**config.mk**
```make
export PLATFORM = sky130hd
export DESIGN_NAME = spi_master_tx
export DESIGN_NICKNAME = d
export VERILOG_FILES = /design/src/rtl/spi_master_pkg.sv /design/src/rtl/spi_master_tx.sv
export SDC_FILE = /design/constraint.sdc
export NUM_CORES = 1
export LEC_CHECK = 0
export BUFFER_PORTS_ARGS = -buffer_cell sky130_fd_sc_hd__buf_2
export CAP_MARGIN = 5
export CORE_ASPECT_RATIO = 1.25
export CORE_MARGIN = 2
export CORE_UTILIZATION = 47
export DETAILED_ROUTE_END_ITERATION = 6
export PLACE_DENSITY = 0.68
export SLEW_MARGIN = 10
export SYNTH_ARGS = -nofsm -noshare
export SYNTH_HDL_FRONTEND = slang
export SYNTH_SLANG_ARGS = --single-unit
```
**constraint.sdc**
```tcl
create_clock -name clk -period 8.03 [get_ports clk]
set_clock_uncertainty 0.15 [all_clocks]
set_input_delay 0.803 -clock clk [delete_from_list [all_inputs] [get_ports clk]]
set_output_delay 0.803 -clock clk [all_outputs]
set_load 0.02 [all_outputs]
```
**src/rtl/spi_master_pkg.sv**
```systemverilog
// Shared SPI master types and constants: TX state encoding, data/counter widths, reset target.
package spi_master_pkg;

   localparam int SPI_DATA_W = 32;
   localparam int SPI_CNT_W  = 16;

   localparam logic [SPI_CNT_W-1:0] SPI_CNT_RST = 16'h8;

   typedef enum logic [1:0] {
      IDLE      = 2'd0,
      TRANSMIT  = 2'd1,
      WAIT_FIFO = 2'd2
   } tx_state_t;

endpackage

```
**src/rtl/spi_master_tx.sv**
```systemverilog
// SPI TX shifter: MSB-first, 1 bit or 1 nibble per tx_edge; first bit on the line one cycle after the pop.
// Stalls in WAIT_FIFO with clk_en_o low whenever a word boundary meets an empty FIFO.
module spi_master_tx
   import spi_master_pkg::*;
(
   input  logic        clk,
   input  logic        rstn,
   input  logic        en,
   input  logic        tx_edge,
   output logic        tx_done,
   output logic        sdo0,
   output logic        sdo1,
   output logic        sdo2,
   output logic        sdo3,
   input  logic        en_quad_in,
   input  logic [15:0] counter_in,
   input  logic        counter_in_upd,
   input  logic [31:0] data,
   input  logic        data_valid,
   output logic        data_ready,
   output logic        clk_en_o
);

   tx_state_t             state, state_nxt;
   logic [SPI_CNT_W-1:0]  counter, counter_nxt;
   logic [SPI_CNT_W-1:0]  counter_trgt, counter_trgt_nxt;
   logic [SPI_CNT_W-1:0]  trgt_m1;
   logic [SPI_DATA_W-1:0] data_int, data_int_nxt, data_shifted;
   logic                  word_end, last;

   assign trgt_m1      = counter_trgt - 16'd1;
   assign word_end     = (!en_quad_in && (counter[4:0] == 5'h1F)) ||
                         ( en_quad_in && (counter[2:0] == 3'h7));
   assign last         = tx_edge && (counter == trgt_m1);
   assign data_shifted = en_quad_in ? {data_int[27:0], 4'h0} : {data_int[30:0], 1'b0};

   assign sdo0 = en_quad_in ? data_int[28] : data_int[31];
   assign sdo1 = en_quad_in & data_int[29];
   assign sdo2 = en_quad_in & data_int[30];
   assign sdo3 = en_quad_in & data_int[31];

   // Quad transfers count nibbles, so the bit length is divided by four.
   always_comb begin
      counter_trgt_nxt = counter_trgt;
      if (counter_in_upd) begin
         counter_trgt_nxt = en_quad_in ? {2'b00, counter_in[15:2]} : counter_in;
      end
   end

   always_ff @(posedge clk or negedge rstn) begin
      if (!rstn) begin
         state        <= IDLE;
         counter      <= '0;
         counter_trgt <= SPI_CNT_RST;
         data_int     <= '0;
      end else begin
         state        <= state_nxt;
         counter      <= counter_nxt;
         counter_trgt <= counter_trgt_nxt;
         data_int     <= data_int_nxt;
      end
   end

   always_comb begin
      state_nxt    = state;
      counter_nxt  = counter;
      data_int_nxt = data_int;
      tx_done      = 1'b0;
      data_ready   = 1'b0;
      clk_en_o     = 1'b0;
      unique case (state)
         IDLE: begin
            // A zero-length request completes at once without touching the FIFO.
            if (counter_trgt == '0) begin
               tx_done = en;
            end else begin
               data_ready = en;
               if (en && data_valid) begin
                  data_int_nxt = data;
                  counter_nxt  = '0;
                  state_nxt    = TRANSMIT;
               end
            end
         end
         TRANSMIT: begin
            clk_en_o = 1'b1;
            if (tx_edge) begin
               counter_nxt  = counter + 16'd1;
               data_int_nxt = data_shifted;
               if (last) begin
                  tx_done     = 1'b1;
                  counter_nxt = '0;
                  state_nxt   = IDLE;
               end else if (word_end) begin
                  data_ready = 1'b1;
                  if (data_valid) begin
                     data_int_nxt = data;
                  end else begin
                     clk_en_o  = 1'b0;
                     state_nxt = WAIT_FIFO;
                  end
               end
            end
         end
         WAIT_FIFO: begin
            data_ready = 1'b1;
            if (data_valid) begin
               data_int_nxt = data;
               state_nxt    = TRANSMIT;
            end
         end
         default: state_nxt = IDLE;
      endcase
   end

endmodule

```
# Word-level counts from Yosys, hierarchy flattened
# Index checks and enable logic that the tools add are counted.
[totals] output_inout_bits=7 reg_bits=66 input_bits=55
[classes] eq_ne=11 reduce_logical=13 muxes=38 n_addsub=2 bitwise_logic=3
[ops] operator="$mux W32" count=8
[ops] operator="$pmux W32 S3" count=1
[ops] operator="$mux W16" count=5
[ops] operator="$pmux W16 S2" count=1
[ops] operator="$add A16 B1 Y16 const B" count=1
[ops] operator="$eq A16 B16 Y1" count=1
[ops] operator="$logic_not A16 Y1" count=1
[ops] operator="$sub A16 B1 Y16 const B" count=1
[ops] operator="$mux W2" count=7
[ops] operator="$mux W1" count=13
[ops] operator="$ne A2 B2 Y1 const B" count=4
[ops] operator="$ne A3 B3 Y1 const B" count=2
[ops] operator="$pmux W2 S3" count=1
[ops] operator="$reduce_and A6 Y1" count=1
[ops] operator="$eq A5 B5 Y1 const B" count=1
[ops] operator="$reduce_and A5 Y1" count=1
[ops] operator="$logic_and A1 B1 Y1" count=4
[ops] operator="$reduce_and A4 Y1" count=1
[ops] operator="$and A1 B1 Y1" count=3
[ops] operator="$eq A3 B3 Y1 const B" count=1
[ops] operator="$pmux W1 S3" count=1
[ops] operator="$reduce_bool A3 Y1" count=1
[ops] operator="$eq A2 B1 Y1 const B" count=1
[ops] operator="$eq A2 B2 Y1 const B" count=1
[ops] operator="other kinds (5)" count=5

# Depth between registers and ports, before layout
[depth] depth_word=7 mapped_depth=12 depth_no_buf=10

# Worst setup path after synthesis
# No wires, ideal clock.
[synth_path] path_type="reg2out" startpoint="register counter_trgt[4]" endpoint="output clk_en_o" path_stages_with_launch=10 arrival_ps=2835 path_buffers=1 required_ps=7077 slack_ps=4242 cell_sequence="dfrtp_1 > clkbuf_1 > or3_1 > or4_1 > xnor2_1 > a2111o_1 > nand4bb_4 > or2_2 > nand2_1 > o21a_1"
[synth_between] elab_chain_cells=6
[synth_rtl] item="from (decl)" line_no="spi_master_tx.sv:26" source="logic [SPI_CNT_W-1:0] counter_trgt, counter_trgt_nxt;"
[synth_rtl] item="from (signal assigned)" line_no="spi_master_tx.sv:59" source="counter_trgt <= counter_trgt_nxt;"
[synth_rtl] item="$sub A16 B1 Y16" line_no="spi_master_tx.sv:31" source="assign trgt_m1 = counter_trgt - 16'd1;"
[synth_rtl] item="$eq A16 B16 Y1" line_no="spi_master_tx.sv:34" source="assign last = tx_edge && (counter == trgt_m1);"
[synth_rtl] item="$logic_and A1 B1 Y1" line_no="spi_master_tx.sv:34"
[synth_rtl] item="$mux W1" line_no="spi_master_tx.sv:90" source="if (last) begin"
[synth_rtl] item="$mux W1" line_no="spi_master_tx.sv:87" source="if (tx_edge) begin"
[synth_rtl] item="$mux W1" line_no="spi_master_tx.sv:71" source="unique case (state)"
[synth_rtl] item="to (decl)" line_no="spi_master_tx.sv:21" source="output logic clk_en_o"
# Every way passes these cells.

# Worst setup path in the final report
# Ends and elaborated chain as after synthesis.

==> results_dict.tcl <==
set metrics [dict create \
    grt_max_degree 67 \
    slew_headroom 0.299 \
    cts_root_buf "clkbuf_16" \
    dpl.hpwl_um 7140 \
    worst_pin_slew_ns 1.04 \
    fin_crit_ns 4.41 \
    drt-vias-per-instance 5.37 \
    wire_per_inst_um 15.3 \
    antenna_found_initial 0 \
    synth_area_per_cell_um2 9.32 \
    slew_violations 0 \
    critPathCaptureType "output pin" \
    die_area_um2 9960 \
    mostFrequentLayoutCells "65 x dfrtp_1, 61 x buf_2, 45 x nand2_1, 44 x mux2i_1, 42 x nor2_1" \
    hold_viol_final 0 \
    synth_edf_count 0 \
    grt_use_total 0.208 \
    core-area_um2 9030 \
    final_util 0.546 \
    ys_types 53 \
    syn_inst 463 \
    start_util 0.478 \
    synth_warnings 0 \
    layout.nets 572 \
    cp_max_fo 11 \
    gp_congestion 0.918 \
    cts_setup_buffers 0 \
    crit_type "reg2out" \
    antenna_cells 0 \
    cts_buffers 9 \
    cp_data_required_time_ns 7.08 \
    worstSetupStartpointType "register" \
    die_w_um 89.7 \
    final_common_cell "dfrtp_1" \
    ios 62 \
    cp.arrival_ns 3.46 \
    insertion_delay_ns 0.34 \
    first_pass_iters 4 \
    setup_tns_ns 0 \
    power.density_nw_per_um2 280 \
    synthArstFlopShare 1.00 \
    mappedNetlistArea_um2 4310 \
    status "completed" \
    antenna_left 0 \
    period_share 0.549 \
    busiest_layer "met2" \
    fmax_mhz 227 \
    min_path_cells 2 \
    p_total_mw 1.38 \
    cts_tree "yes" \
    post_cts_resized 0 \
    port_buffers 61 \
    syn_to_final_growth_pct 14.2 \
    fin_area_um2 4920 \
    die_h_um 111 \
    path_clk_slew_ns 0.06 \
    synth_nets 522 \
    vdd_drop_max_mv 0.178 \
    postCtsHoldBufs 0 \
    use_met1 0.266 \
    use_met2 0.341 \
    placed_cell_area_um2 4660 \
    synthFlopType "dfrtp_1" \
    grt_pass1_vias 3451 \
    ys_ff_latch 66 \
    fp-row-count 39 \
    h-tree-depth 3 \
    vias 3445 \
    use_met3 0.0484 \
    maxCapViolations 0 \
    p_leak_nw 2.30 \
    ff2ff_path_depth 9 \
    clockBufferDepth 2 \
    drc 0 \
    clkSinkCount 66 \
    grt.overflow.total 0 \
    timing.hold.ws_ns 0.354 \
    wl_um 9800 \
    drt_iter0_markers 197 \
    drive_gt1_frac 0.228 \
    hold_class "reg2reg" \
    ys_seq_area_frac 0.383 \
    grt_pass1_wl_um 16200 \
    rsz0062_at_grt "false" \
    finalSetupViolCount 0 \
]
cells in the mapped netlist, types with 5 or more instances:
cell type / instances / area, um^2
a21oi_1: 20 / 100
mux2i_1: 44 / 440
mux2_2: 29 / 327
o21ai_0: 13 / 65.1
nand3_1: 11 / 55.1
and2_1: 5 / 31.3
nand3b_1: 7 / 52.6
buf_2: 6 / 30.0
inv_1: 13 / 48.8
nor2_1: 42 / 158
nand2b_1: 9 / 56.3
nand2_1: 45 / 169
nand4_1: 8 / 50.1
xnor2_1: 14 / 123
xor2_1: 17 / 149
o21ai_1: 28 / 140
clkbuf_1: 16 / 60.1
or3_1: 5 / 31.3
a31oi_1: 5 / 31.3
nor4_1: 6 / 37.5
dfrtp_1: 65 / 1630
sequential cells by signal, indices dropped and copies added (netlist names):
register,flops
data_int,32
state,2
counter,16
counter_trgt,16
power by group:
| group | internal, mW | switching (mW) |
|---|---|---|
| combinational | 0.238 | 0.264 |
| clock | 0.216 | 0.142 |
| sequential | 0.427 | 0.0929 |
area by class of cell:
cell class              count  area, um^2
clock inverters             3        15.0
clock buffers              13         250
flip-flops and latches     66        1650
repair buffers             67         350
inverters                  13        48.8
well taps                 123         154
multi-input cells         356        2450
fillers                   829        4100
critical path, cell delays in order, from the launching register on:
cell and delay [ns]:
dfrtp_1 0.45, nor3_1 0.87, nand4_1 0.31, and2_1 0.27, nor4_1 0.30, nand3_1 0.19, or2_2 0.32, nand2_1 0.11
o21a_1 0.14, buf_2 0.15
logic make-up (layout without fill, tap and decap cells):
| kind of cell | count (synthesis) | count (layout) | share of synthesized area |
|---|---|---|---|
| buffers and inverters | 41 | 96 | 0.0479 |
| xor gates and xnor gates | 31 | 31 | 0.0630 |
| DFF | 66 | 66 | 0.383 |
| and+or+nand+nor | 160 | 160 | 0.191 |
| muxes | 73 | 73 | 0.178 |
| adders and majority gates | 4 | 4 | 0.0116 |
| AOI/OAI and AO/OA | 88 | 88 | 0.126 |
through the flow:
step	worst slack (ns)	cells
after CTS	3.61	641
after global routing	3.30	641
after global placement	4.07	625
after floorplan	4.24	463
after detailed placement	4.00	625
final	3.62	641
metal layers:
metal | routed length (um) | up-vias
met3 | 484 | 15
met4 | 194 | 0
met5 | 0 | -
met1 | 4140 | 1615
li1 | - | 1743
met2 | 4980 | 72
worst paths after layout:
kind,startpoint,end,slack (ns)
setup / recovery,counter_trgt[4],clk_en_o,3.62
hold / removal,data_int[24],data_int[24],0.35
setup reg to reg,counter_trgt[4],data_int[29],4.37
hold reg to reg,data_int[24],data_int[24],0.35
max in group asynchronous,rstn,data_int[4],6.65
min in group asynchronous,rstn,counter[0],0.50
Power figures use the tool's default switching activity.
